==> src/rtl/shft_seq_pkg.sv <==
// Shared shifter encodings: ALU op codes, 3-bit shift op field, sequencer states.
package shft_seq_pkg;

   localparam int unsigned DATA_W = 8;
   localparam int unsigned CNT_W  = 3;
   localparam int unsigned OP_W   = 3;

   // ALU op code field is AOP_IDX+1 bits wide
   localparam int unsigned AOP_IDX = 4;

   localparam logic [AOP_IDX:0] AOP_RL  = 5'h10;
   localparam logic [AOP_IDX:0] AOP_RLC = 5'h11;
   localparam logic [AOP_IDX:0] AOP_RR  = 5'h12;
   localparam logic [AOP_IDX:0] AOP_RRC = 5'h13;
   localparam logic [AOP_IDX:0] AOP_SLA = 5'h14;
   localparam logic [AOP_IDX:0] AOP_SLL = 5'h15;
   localparam logic [AOP_IDX:0] AOP_SRA = 5'h16;
   localparam logic [AOP_IDX:0] AOP_SRL = 5'h17;

   typedef enum logic [OP_W-1:0] {
      OP_RL  = 3'd0,
      OP_RLC = 3'd1,
      OP_RR  = 3'd2,
      OP_RRC = 3'd3,
      OP_SLA = 3'd4,
      OP_SLL = 3'd5,
      OP_SRA = 3'd6,
      OP_SRL = 3'd7
   } shft_op_e;

   typedef enum logic [1:0] {
      ST_IDLE = 2'b00,
      ST_RUN  = 2'b01,
      ST_DONE = 2'b10
   } seq_state_e;

   // Translate the compact shift op field into the ALU op code
   function automatic logic [AOP_IDX:0] map_op(input shft_op_e op);
      logic [AOP_IDX:0] aop;
      aop = AOP_RL;
      case (op)
         OP_RL:   aop = AOP_RL;
         OP_RLC:  aop = AOP_RLC;
         OP_RR:   aop = AOP_RR;
         OP_RRC:  aop = AOP_RRC;
         OP_SLA:  aop = AOP_SLA;
         OP_SLL:  aop = AOP_SLL;
         OP_SRA:  aop = AOP_SRA;
         OP_SRL:  aop = AOP_SRL;
         default: aop = AOP_RL;
      endcase
      return aop;
   endfunction

endpackage

==> src/rtl/shft_seq_alu_shft.sv <==
// Single-bit shift/rotate datapath of the ALU; purely combinational.
module alu_shft
   import shft_seq_pkg::*;
(
   input  logic [DATA_W-1:0] alub_in,
   input  logic              carry_bit,
   input  logic [AOP_IDX:0]  aluop_reg,
   output logic [DATA_W-1:0] shft_out,
   output logic              shft_c
);

   // One shift step; non-shift op codes pass the operand and carry through
   always_comb begin
      shft_out = alub_in;
      shft_c   = carry_bit;
      case (aluop_reg)
         AOP_RL: begin
            shft_out = {alub_in[6:0], carry_bit};
            shft_c   = alub_in[7];
         end
         AOP_RLC: begin
            shft_out = {alub_in[6:0], alub_in[7]};
            shft_c   = alub_in[7];
         end
         AOP_RR: begin
            shft_out = {carry_bit, alub_in[7:1]};
            shft_c   = alub_in[0];
         end
         AOP_RRC: begin
            shft_out = {alub_in[0], alub_in[7:1]};
            shft_c   = alub_in[0];
         end
         AOP_SLA: begin
            shft_out = {alub_in[6:0], 1'b0};
            shft_c   = alub_in[7];
         end
         AOP_SLL: begin
            shft_out = {alub_in[6:0], 1'b1};
            shft_c   = alub_in[7];
         end
         AOP_SRA: begin
            shft_out = {alub_in[7], alub_in[7:1]};
            shft_c   = alub_in[0];
         end
         AOP_SRL: begin
            shft_out = {1'b0, alub_in[7:1]};
            shft_c   = alub_in[0];
         end
         default: begin
            shft_out = alub_in;
            shft_c   = carry_bit;
         end
      endcase
   end

endmodule

==> src/rtl/shft_seq.sv <==
// Multi-step shift/rotate sequencer: repeats one shift op 1..8 times through alu_shft.
module shft_seq
   import shft_seq_pkg::*;
(
   input  logic              clkc,
   input  logic              resetb,
   input  logic              start,
   input  logic              abort,
   input  logic [OP_W-1:0]   op_in,
   input  logic [CNT_W-1:0]  cnt_in,
   input  logic [DATA_W-1:0] data_in,
   input  logic              carry_in,
   output logic              busy,
   output logic              done,
   output logic [DATA_W-1:0] result_out,
   output logic              carry_out,
   output logic              sign_out,
   output logic              zero_out,
   output logic              parity_out
);

   seq_state_e        state;
   shft_op_e          op_reg;
   logic [CNT_W-1:0]  cnt_reg;
   logic [DATA_W-1:0] data_reg;
   logic              c_reg;

   logic [AOP_IDX:0]  aop_c;
   logic [DATA_W-1:0] shft_out;
   logic              shft_c;

   assign aop_c = map_op(op_reg);

   alu_shft u_shft (
      .alub_in   (data_reg),
      .carry_bit (c_reg),
      .aluop_reg (aop_c),
      .shft_out  (shft_out),
      .shft_c    (shft_c)
   );

   // Sequencer FSM with operand/carry registers; busy and done are registered
   always_ff @(posedge clkc or negedge resetb) begin
      if (!resetb) begin
         state    <= ST_IDLE;
         op_reg   <= OP_RL;
         cnt_reg  <= '0;
         data_reg <= '0;
         c_reg    <= 1'b0;
         busy     <= 1'b0;
         done     <= 1'b0;
      end else begin
         case (state)
            ST_IDLE: begin
               done <= 1'b0;
               // abort outranks start so a coincident command is dropped
               if (start && !abort) begin
                  data_reg <= data_in;
                  c_reg    <= carry_in;
                  op_reg   <= shft_op_e'(op_in);
                  cnt_reg  <= cnt_in;
                  state    <= ST_RUN;
                  busy     <= 1'b1;
               end
            end
            ST_RUN: begin
               // abort freezes the partially shifted operand
               if (abort) begin
                  state <= ST_IDLE;
                  busy  <= 1'b0;
               end else begin
                  data_reg <= shft_out;
                  c_reg    <= shft_c;
                  if (cnt_reg == '0) begin
                     state <= ST_DONE;
                     done  <= 1'b1;
                  end else begin
                     cnt_reg <= cnt_reg - CNT_W'(1);
                  end
               end
            end
            ST_DONE: begin
               state <= ST_IDLE;
               busy  <= 1'b0;
               done  <= 1'b0;
            end
            default: begin
               state <= ST_IDLE;
               busy  <= 1'b0;
               done  <= 1'b0;
            end
         endcase
      end
   end

   // Result and flags track the operand register directly
   assign result_out = data_reg;
   assign carry_out  = c_reg;
   assign sign_out   = data_reg[DATA_W-1];
   assign zero_out   = (data_reg == '0);
   assign parity_out = ~^data_reg;

endmodule

==> config.mk <==
export PLATFORM = sky130hd
export DESIGN_NAME = shft_seq
export DESIGN_NICKNAME = d
export VERILOG_FILES = /design/src/rtl/shft_seq_pkg.sv /design/src/rtl/shft_seq_alu_shft.sv /design/src/rtl/shft_seq.sv
export SDC_FILE = /design/constraint.sdc
export NUM_CORES = 1
export LEC_CHECK = 0
export CAP_MARGIN = 5
export CORE_MARGIN = 5
export CORE_UTILIZATION = 49
export DETAILED_ROUTE_END_ITERATION = 6
export GPL_TIMING_DRIVEN = 0
export PLACE_DENSITY = 0.79
export SLEW_MARGIN = 20
export SYNTH_ARGS = -nofsm -noshare
export SYNTH_HDL_FRONTEND = slang
export SYNTH_HIERARCHICAL = 1
export SYNTH_SLANG_ARGS = --single-unit
==> constraint.sdc <==
create_clock -name clkc -period 2.5 [get_ports clkc]
set_clock_uncertainty 0.2 [all_clocks]
set_input_delay 0.625 -clock clkc [delete_from_list [all_inputs] [get_ports clkc]]
set_output_delay 0.625 -clock clkc [all_outputs]
set_load 0.03 [all_outputs]
# Word-level counts from Yosys, hierarchy flattened
# Memory sizes are Yosys's and may differ from the RTL's.
# Index checks and enable logic that the tools add are counted.
word_totals:
  rom_bits: 24
  latchBits: 0
  ff_bits: 19
  n_memories: 1
  word_cells: 68
  ramBits: 0
memory_table:
  columns: ["name", "depth", "width", "read_ports", "rd_clocked_by_memory_dff", "write_ports", "line_no", "source"]
  rows:
  - ["(name not given)", 8, 3, 1, 0, 0, "shft_seq_pkg.sv:41", "case (op)"]
op_classes:
  eq_ne: 19
  bitwise_logic: 0
  n_addsub: 1
  n_mux: 22
  n_reduce_logical: 17
  shifts: 0
  n_lt_le_gt_ge: 0
  div: 0
  n_mul: 0
op_table:
  columns: ["cell", "n"]
  rows:
  - ["$pmux W8 S8", 1]
  - ["$eq A5 B5 Y1 const B", 8]
  - ["$mux W8", 2]
  - ["$pmux W8 S2", 1]
  - ["$ne A2 B2 Y1 const B", 6]
  - ["$reduce_and A4 Y1", 3]
  - ["$mux W3", 3]
  - ["$ne A9 B1 Y1 const B", 1]
  - ["$logic_not A8 Y1", 1]
  - ["$ne A8 B1 Y1 const B", 1]
  - ["$reduce_and A2 Y1", 4]
  - ["$reduce_or A4 Y1", 2]
  - ["$reduce_xnor A8 Y1", 1]
  - ["$mux W1", 7]
  - ["$mux W2", 3]
  - ["$ne A3 B3 Y1 const B", 2]
  - ["$pmux W1 S2", 3]
  - ["$pmux W3 S2", 1]
  - ["$reduce_and A5 Y1", 1]
  - ["$pmux W2 S2", 1]
  - ["$logic_not A3 Y1", 1]
  - ["$sub A3 B1 Y3 const B", 1]
  - ["$eq A2 B1 Y1 const B", 1]
  - ["$logic_not A2 Y1", 1]
  - ["other kinds (3)", 3]

# Longest topological paths before layout
# Gate-level depths: netlist of run 1.
# An unclocked memory read counts as a cell.
logic_depth:
  word_depth: 6
  ltp_mapped: 7

# By module
# Netlist of run 1, hierarchy kept.
by_module_without_submodules:
  columns: ["mod", "area_each_um2", "instances", "cells_each", "seq_area_each_um2"]
  rows:
  - ["shft_seq", 1109.8, 1, 94, 475.5]
  - ["alu_shft", 232.7, 1, 37, 0.0]

# Worst setup path before layout of run 1
# Ideal clock, no wire load.
synth_timing:
  kind: "reg-to-output"
  startpoint: "reg data_reg[7] (netlist: result_out[7])"
  endpoint: "out parity_out"
  n_path_buf: 0
  required_time_ns: 1.675
  stages_incl_launch_ff: 5
  slack_ns: 0.026
  t_arrival_ns: 1.649
  path_cell_list: "dfrtp_1 > inv_1 > ha_1 > xnor2_1 > xnor2_1"
synth_between:
  elab_chain_len: 1
synth_rtl:
  columns: ["item", "line_no", "source"]
  rows:
  - ["start: declaration", "shft_seq.sv:25", "logic [DATA_W-1:0] data_reg;"]
  - ["start signal: assignment", "shft_seq.sv:58", "data_reg <= data_in;"]
  - ["start signal: assignment", "shft_seq.sv:72", "data_reg <= shft_out;"]
  - ["$reduce_xnor A8 Y1", "shft_seq.sv:101", "assign parity_out = ~^data_reg;"]
  - ["end: declaration", "shft_seq.sv:19", "output logic parity_out"]
# No other way between the ends.

# Worst setup path after layout of run 1
layout_timing:
  startpoint: "reg data_reg[0] (netlist: result_out[0])"
  endpoint: "out zero_out"
layout_between:
  elab_chain_len: 1
layout_rtl:
  columns: ["item", "line_no", "source"]
  rows:
  - ["$logic_not A8 Y1", "shft_seq.sv:100", "assign zero_out = (data_reg == '0);"]
  - ["end: declaration", "shft_seq.sv:18", "output logic zero_out,"]
# No other way between the ends.

==> results of run 1 <==
cell type report:
| cell class | instances | share of cell area |
|---|---|---|
| well taps | 31 | 0.0213 |
| inverters | 13 | 0.0268 |
| clock buffers | 4 | 0.0144 |
| multi-input cells | 90 | 0.424 |
| flip-flops and latches | 19 | 0.263 |
| plain buffers | 9 | 0.0364 |
| repair buffers | 42 | 0.214 |
power by group through the flow:
stage | sequential, mW | clock [mW] | combinational [mW]
3_3_place_gp | 0.522 | 0 | 1.05
2_1_floorplan | 0.614 | 0 | 0.607
3_5_place_dp | 0.528 | 0 | 1.06
4_1_cts | 0.525 | 0.163 | 1.07
5_1_grt | 0.513 | 0.173 | 1.30
6_report | 0.498 | 0.157 | 1.21
critical path, stage by stage (launching register included):
cell and delay, ns:
sky130_fd_sc_hd__dfrtp_2 0.45, sky130_fd_sc_hd__inv_1 0.08, sky130_fd_sc_hd__ha_1 0.16, sky130_fd_sc_hd__and4_1 0.19, sky130_fd_sc_hd__dlygate4sd2_1 0.40
routing by layer:
metal / vias to the layer above / global-route usage / part of all wire
li1: 541 / - / -
met1: 505 / 0.192 / 0.45
met2: 38 / 0.251 / 0.47
met3: 6 / 0.0360 / 0.061
met4: 0 / 0.0531 / 0.012
met5: - / 0 / 0
timing repair:
item / 4_1_cts / 5_1_grt
gates resized for setup: 9 / 3
endpoints found under the setup margin: 2 / 1
setup buffers: 0 / 11
logic make-up (layout without fill, tap and decap cells):
logic type / count (synthesis) / count (layout) / share of synthesized area
muxes: 32 / 32 / 0.253
and+or+nand+nor: 28 / 28 / 0.121
buffers and inverters: 22 / 68 / 0.0857
AOI/OAI and AO/OA: 19 / 19 / 0.104
DFF: 19 / 19 / 0.354
adders and majority gates: 6 / 6 / 0.0559
xor gates and xnor gates: 3 / 3 / 0.0196
other: 2 / 2 / 0.00559
synth_stat cells (all sizes together):
| cell type | n |
|---|---|
| nor3b | 1 |
| a21o | 1 |
| a22o | 2 |
| or3b | 1 |
| o21ai | 8 |
| o221a | 1 |
| nor2 | 6 |
| nor2b | 3 |
| and4 | 1 |
| a21oi | 4 |
| o221ai | 1 |
| mux2i | 25 |
| xnor2 | 3 |
| nand4 | 1 |
| conb | 2 |
| o211ai | 1 |
| mux2 | 7 |
| a2111oi | 1 |
| nor4b | 1 |
| ha | 6 |
| nand3b | 1 |
| nor3 | 2 |
| clkbuf | 2 |
| buf | 7 |
| dfrtp | 19 |
| nand2b | 3 |
| nand2 | 8 |
| inv | 13 |
per-stage QoR:
step / setup slack [ns] / TNS, ns / cell area, sq um / utilization / total power, mW
after floorplan: 0.0260 / 0 / 1340 / - / 1.22
after global placement: -0.211 / -0.211 / 1690 / 0.630 / 1.57
after detailed placement: -0.208 / -0.208 / 1690 / 0.630 / 1.59
after CTS: 0.00866 / 0 / 1720 / 0.641 / 1.76
after global routing: 0.0101 / 0 / 1820 / 0.678 / 1.99
final: 0.102 / 0 / 1820 / 0.678 / 1.86
worst max path at each step:
| stage | cells after the start | endpoint |
|---|---|---|
| 4_1_cts | 5 | parity_out |
| 6_report | 4 | zero_out |
| 2_1_floorplan | 4 | parity_out |
| 3_5_place_dp | 5 | parity_out |
| 3_3_place_gp | 5 | parity_out |
| 5_1_grt | 5 | parity_out |
==> results.txt, run 1 <==
----------------------------------------------------
[Pwr]
  Power density normalized to cell area ... 1020 nW/um^2
  Internal power ... 1.07 mW
  Combinational group share of total power ... 0.648
  Leak ... 0.889 nW
  Power share of the sequential group ... 0.267
  Max IR drop VDD ... approximately 1.6 mV
  Portion of total power attributed to the clock network ... 0.084
  Switching power summed over all nets ... 0.799 mW
  Proportion of total power due to net switching ... 0.429

[Clock tree]
  TritonCTS buffer count ... 3
  CTS sink count ... 19
  Root buf cell ... sky130_fd_sc_hd__clkbuf_4
  Clock insertion delay at the later pin of the skew report ... about 0.29 ns
  TritonCTS clock tree ... yes
  Hold buffers post-CTS ... 0
  Maximum number of buffers from clock root to sink ... 2
  Reg clk slew, reported paths ... 0.11 ns
  H-tree levels ... 1

[Yosys]
  Largest area contributor in the synthesized netlist ... sky130_fd_sc_hd__dfrtp_1
  Sequential fraction of the synthesis area ... 0.354
  Share of the synthesized area in the top cell type ... 0.354
  Synthesized flop and latch total ... 19
  Avg Inst Size Synth ... 10.2 sq um
  Area of the mapped netlist ... 1340 sq um
  Mapped Nets ... 156
  Distinct cell type count of the synthesized netlist ... 32
  Synth warnings ... 6
  Instance count of the mapped netlist ... roughly 130
  Top area cells in the synthesized netlist ... sky130_fd_sc_hd__dfrtp_1 35%, sky130_fd_sc_hd__mux2i_1 19%, sky130_fd_sc_hd__ha_1 5.6%

[STA]
  Total setup violations reported at the end of the flow ... 0
  Peak clock frequency supported by timing ... approximately 0.42 GHz
  Setup repair after global routing missed its margin ... no
  Number of pins exceeding their max-slew limit in the final report ... 0
  Crit share post-route ... 0.959
  Worst Tran Pin Value ... 0.865 ns
  Worst hold slack across all endpoints ... 0.319 ns
  Final-report hold violation count ... 0
  Min Tclk post-route ... 2.40 ns
  Rel. slew slack ... 0.422

[Critical path]
  Endpoint of the worst-slack reg-to-reg timing path ... cnt_reg[1]$_DFFE_PN0P_
  Arrival time at the worst endpoint ... between 1.5 and 2 ns
  Launching point of the worst reg2reg path ... cnt_reg[0]$_DFFE_PN0P_
  Reg2Reg Setup Slack ... 0.49 ns
  Required time worst endpoint ... approximately 1.7 ns
  CP startpoint kind ... flip-flop
  Cell depth of the worst flop-to-flop path ... 5
  Timing startpoint of the critical path ... result_out[0]$_DFFE_PN0P_
  Critical-path maximum fanout ... 5
  Crit path capture type ... output port
  Kind of critical path ... flip-flop to output port

[Global routing]
  Overall Global Routing Usage ... 0.152
  Wire length of the first global-routing pass ... 4870 microns
  Antenna violations before repair ... 0
  Overflow left after global routing ... 0
  Vias in the first global route ... between 1000 and 1500
  Largest net degree at the start of global routing ... 20

[Worst hold path]
  Class of the tightest hold or removal check ... flip-flop to flip-flop
  End point of the worst hold path ... done$_DFFE_PN0P_
  Worst Hold Path Cells ... 2
  Startpoint of the worst hold path ... done$_DFFE_PN0P_

[Routing]
  Overall routed net length ... 3010 microns
  Vias per cell ... ~5.2
  Vias after detailed routing ... 1090
  Post-detailed-route DRC marker count ... 0
  Iteration count of the initial detailed-routing pass ... 4
  Average routed wire per standard cell ... 14.5 microns
  1st-iter DRT viols ... 51
  Number of routed nets with antenna violations ... 0

[Die]
  Die boundary width ... approximately 62 microns
  Die ar. ... 3890 sq um
  Initial Util ... 0.500
  Site row count ... 19
  Vert. Die Dim ... 62.3 microns
  Core ar. ... 2690 sq um
  I/O pin count ... 33

[Cells and area]
  Multi-input gate area ... 772 sq um
  Largest register FFs ... 8
  Number of nets in the finished design ... ~200
  Final-layout fill cell count ... 212
  Commonest cells after routing, fill and taps aside ... 29 x sky130_fd_sc_hd__clkdlybuf4s50_1, 25 x sky130_fd_sc_hd__mux2i_1, 16 x sky130_fd_sc_hd__dfrtp_1
  Antenna diodes ... 0
  Sequential Area ... 479 sq um
  Layout Area Growth over Synthesis ... 35.6%
  Layout cell share with drive strength beyond 1 ... 0.215
  Most common cell after layout, fill and taps aside ... sky130_fd_sc_hd__clkdlybuf4s50_1
  Final std cells w/o fill ... around 210

[Placed design]
  Cell Count Post-Placement ... 193
  Count of input and output buffers ... 31
  Final weighted congestion in routability-driven placement ... 0.783
  Dpl hpwl ... about 2200 microns

[Flow run]
  Maximum capacitance violations ... 0

[Run status]
  Status ... finished clean

----------------------------------------------------
Power figures use the tool's default switching activity.
==> run 2, diff against run 1 <==
--- a/config.mk
+++ b/config.mk
@@ -9,7 +9,6 @@
 export CORE_MARGIN = 5
 export CORE_UTILIZATION = 49
 export DETAILED_ROUTE_END_ITERATION = 6
-export GPL_TIMING_DRIVEN = 0
 export PLACE_DENSITY = 0.79
 export SLEW_MARGIN = 20
 export SYNTH_ARGS = -nofsm -noshare
==> run 2 against run 1 <==
Effect of this change:
- core utilization fell by 1.4 points
- sequential power increased by 2%
- count of clock-buffer cells in the layout is the same
- via count rose by 0.28%
- critical endpoint is now result_out[2]
- largest power group unchanged
- highest routed layer unchanged
==> results.txt, run 2 (synthesis gave the netlist of run 1 again) <==
----------------------------------------------------
[STA]
  Total setup violations reported at the end of the flow ... 0 (unchanged)
  Final critical-path setup slack ... 0.0899 ns (was 0.102 ns)
  Min Tclk post-route ... 2.41 ns (was 2.40 ns)
  Number of pins exceeding their max-slew limit in the final report ... 0 (unchanged)
  Peak clock frequency supported by timing ... 0.415 GHz (was 0.417 GHz)
  Rel. slew slack ... 0.636 (was 0.422)
  Worst Tran Pin Value ... 0.546 ns (was 0.865 ns)
  Crit share post-route ... 0.964 (was 0.959)
  Final-report hold violation count ... 0 (unchanged)
  Accumulated negative setup slack ... 0 ns (unchanged)
  Worst hold slack across all endpoints ... 0.318 ns (was 0.319 ns)
  Setup repair after global routing missed its margin ... no (unchanged)

[Global routing]
  Largest net degree at the start of global routing ... 20 (unchanged)
  Overflow left after global routing ... 0 (unchanged)
  Overall Global Routing Usage ... 0.164 (was 0.152)
  Wire length of the first global-routing pass ... 5360 microns (was 4870 microns)
  Vias in the first global route ... 1219 (was 1100)
  Antenna violations before repair ... 0 (unchanged)

[Critical path]
  Cell depth of the worst flop-to-flop path ... 5 (unchanged)
  Required time worst endpoint ... 1.67 ns (about the same)
  Kind of critical path ... flip-flop to output port (unchanged)
  Endpoint of the worst-slack reg-to-reg timing path ... cnt_reg[1]$_DFFE_PN0P_ (unchanged)
  Reg2Reg Setup Slack ... 0.59 ns (was 0.49 ns)
  Arrival time at the worst endpoint ... 1.59 ns (was 1.57 ns)
  Critical-path maximum fanout ... 4 (was 5)
  Crit path capture type ... output port (unchanged)
  Launching point of the worst reg2reg path ... cnt_reg[0]$_DFFE_PN0P_ (unchanged)
  CP startpoint kind ... flip-flop (unchanged)

[Pwr]
  Post-route total power ... 1.86 mW (about the same)
  Power share of the sequential group ... 0.271 (was 0.267)
  Proportion of total power due to net switching ... 0.436 (was 0.429)
  Power density normalized to cell area ... 1050 nW/um^2 (was 1020 nW/um^2)
  Max IR drop VDD ... 1.60 mV (was 1.57 mV)
  Leak ... 0.870 nW (was 0.889 nW)
  Switching power summed over all nets ... 0.813 mW (was 0.799 mW)
  Internal power ... 1.05 mW (was 1.07 mW)
  Combinational group share of total power ... 0.643 (was 0.648)
  Portion of total power attributed to the clock network ... 0.086 (was 0.084)

[Die]
  Site row count ... 19 (unchanged)
  Initial Util ... 0.500 (unchanged)
  Vert. Die Dim ... 62.3 microns (unchanged)
  I/O pin count ... 33 (unchanged)
  Core ar. ... 2690 sq um (unchanged)
  Die ar. ... 3890 sq um (unchanged)
  Die boundary width ... 62.3 microns (unchanged)

[Clock tree]
  H-tree levels ... 1 (unchanged)
  Root buf cell ... sky130_fd_sc_hd__clkbuf_4 (unchanged)
  CTS sink count ... 19 (unchanged)
  Clock insertion delay at the later pin of the skew report ... 0.30 ns (was 0.29 ns)
  TritonCTS buffer count ... 3 (unchanged)
  TritonCTS clock tree ... yes (unchanged)
  Reg clk slew, reported paths ... 0.12 ns (was 0.11 ns)
  Maximum number of buffers from clock root to sink ... 2 (unchanged)

[Placed design]
  Final weighted congestion in routability-driven placement ... 0.852 (was 0.783)
  Cell Count Post-Placement ... 193 (unchanged)
  Dpl hpwl ... 2310 microns (was 2220 microns)
  Total placed instance area ... 1690 sq um (about the same)
  Count of input and output buffers ... 32 (was 31)
  Post-place setup slack ... 0.168 ns (was -0.208 ns)

[Cells and area]
  Final std cells w/o fill ... 202 (was 208)
  Layout Area Growth over Synthesis ... 32.8% (was 35.6%)
  Layout cell share with drive strength beyond 1 ... 0.175 (was 0.215)
  Antenna diodes ... 0 (unchanged)
  Sequential Area ... 475 sq um (was 479 sq um)
  Commonest cells after routing, fill and taps aside ... 30 x sky130_fd_sc_hd__clkdlybuf4s50_1, 25 x sky130_fd_sc_hd__mux2i_1, 19 x sky130_fd_sc_hd__dfrtp_1 (was 29 x sky130_fd_sc_hd__clkdlybuf4s50_1, 25 x sky130_fd_sc_hd__mux2i_1, 16 x sky130_fd_sc_hd__dfrtp_1)
  Final std cell area, no fill ... 1780 sq um (was 1820 sq um)
  Largest register FFs ... 8 (unchanged)
  Final-layout fill cell count ... 216 (was 212)
  Most common cell after layout, fill and taps aside ... sky130_fd_sc_hd__clkdlybuf4s50_1 (unchanged)
  Final core utilization ... 0.664 (was 0.678)
  Multi-input gate area ... 779 sq um (was 772 sq um)
  Number of nets in the finished design ... 197 (was 203)

[Routing]
  Vias per cell ... 5.41 (was 5.24)
  Post-detailed-route DRC marker count ... 0 (unchanged)
  Average routed wire per standard cell ... 15.3 microns (was 14.5 microns)
  Number of routed nets with antenna violations ... 0 (unchanged)
  1st-iter DRT viols ... 30 (was 51)
  Iteration count of the initial detailed-routing pass ... 4 (unchanged)
  Vias after detailed routing ... 1093 (was 1090)
  Overall routed net length ... 3090 microns (was 3010 microns)

[Worst hold path]
  Startpoint of the worst hold path ... done$_DFFE_PN0P_ (unchanged)
  End point of the worst hold path ... done$_DFFE_PN0P_ (unchanged)
  Worst Hold Path Cells ... 2 (unchanged)
  Class of the tightest hold or removal check ... flip-flop to flip-flop (unchanged)

[Run status]
  Status ... finished clean (unchanged)

[Flow run]
  Maximum capacitance violations ... 0 (unchanged)

----------------------------------------------------
run 2: changes by cell type in the layout (fill, tap and decap cells not counted), sizes merged:
cell,change
clkdlybuf4s50,+1
clkbuf,-2
buf,-5
run 2: how the worst max path moves through the flow:
stage | startpoint | endpoint | slack [ns] | cells after the start
6_report | result_out[2]$_DFFE_PN0P_ | result_out[2] | 0.09 | 3
5_1_grt | result_out[1]$_DFFE_PN0P_ | parity_out | 0.001 | 5
4_1_cts | result_out[1]$_DFFE_PN0P_ | parity_out | 0.04 | 5
3_5_place_dp | abort | carry_out$_DFFE_PN0P_ | 0.17 | 4
3_3_place_gp | abort | cnt_reg[1]$_DFFE_PN0P_ | 0.18 | 3
2_1_floorplan | result_out[7]$_DFFE_PN0P_ | parity_out | 0.03 | 4
run 2: what timing repair did:
action                                  CTS  global route
pin swaps                                 0             2
endpoints found under the setup margin    1             1
hold endpoints to repair                  0             0
hold buffers                              0             0
buffers inserted                          0             5
resized for setup                         1             3
run 2: final cells by class:
type / count / share of cell area
tap: 31 / 0.0218
multi-input combinational: 90 / 0.437
clock buffer: 4 / 0.0147
timing repair buffer: 45 / 0.232
inverter: 13 / 0.0274
sequential: 19 / 0.267
run 2: layer usage:
metal / GRT usage / routed length, microns / up-vias
li1: - / - / 527
met4: 0.0610 / 39 / 0
met5: 0 / 0 / -
met2: 0.277 / 1500 / 46
met3: 0.0414 / 210 / 8
met1: 0.200 / 1340 / 512
run 2: power groups by stage:
stage	clock, mW	combinational, mW	sequential, mW
CTS	0.161	1.09	0.515
global placement	0	1.05	0.513
global route	0.176	1.30	0.520
detailed placement	0	1.08	0.520
floorplan	0	0.607	0.614
finish	0.160	1.20	0.506
run 2: worst max-delay path, cell delays in order, from the launching register on:
cell and delay, ns:
sky130_fd_sc_hd__dfrtp_1 0.38, sky130_fd_sc_hd__buf_4 0.12, sky130_fd_sc_hd__buf_4 0.11, sky130_fd_sc_hd__clkdlybuf4s50_1 0.67
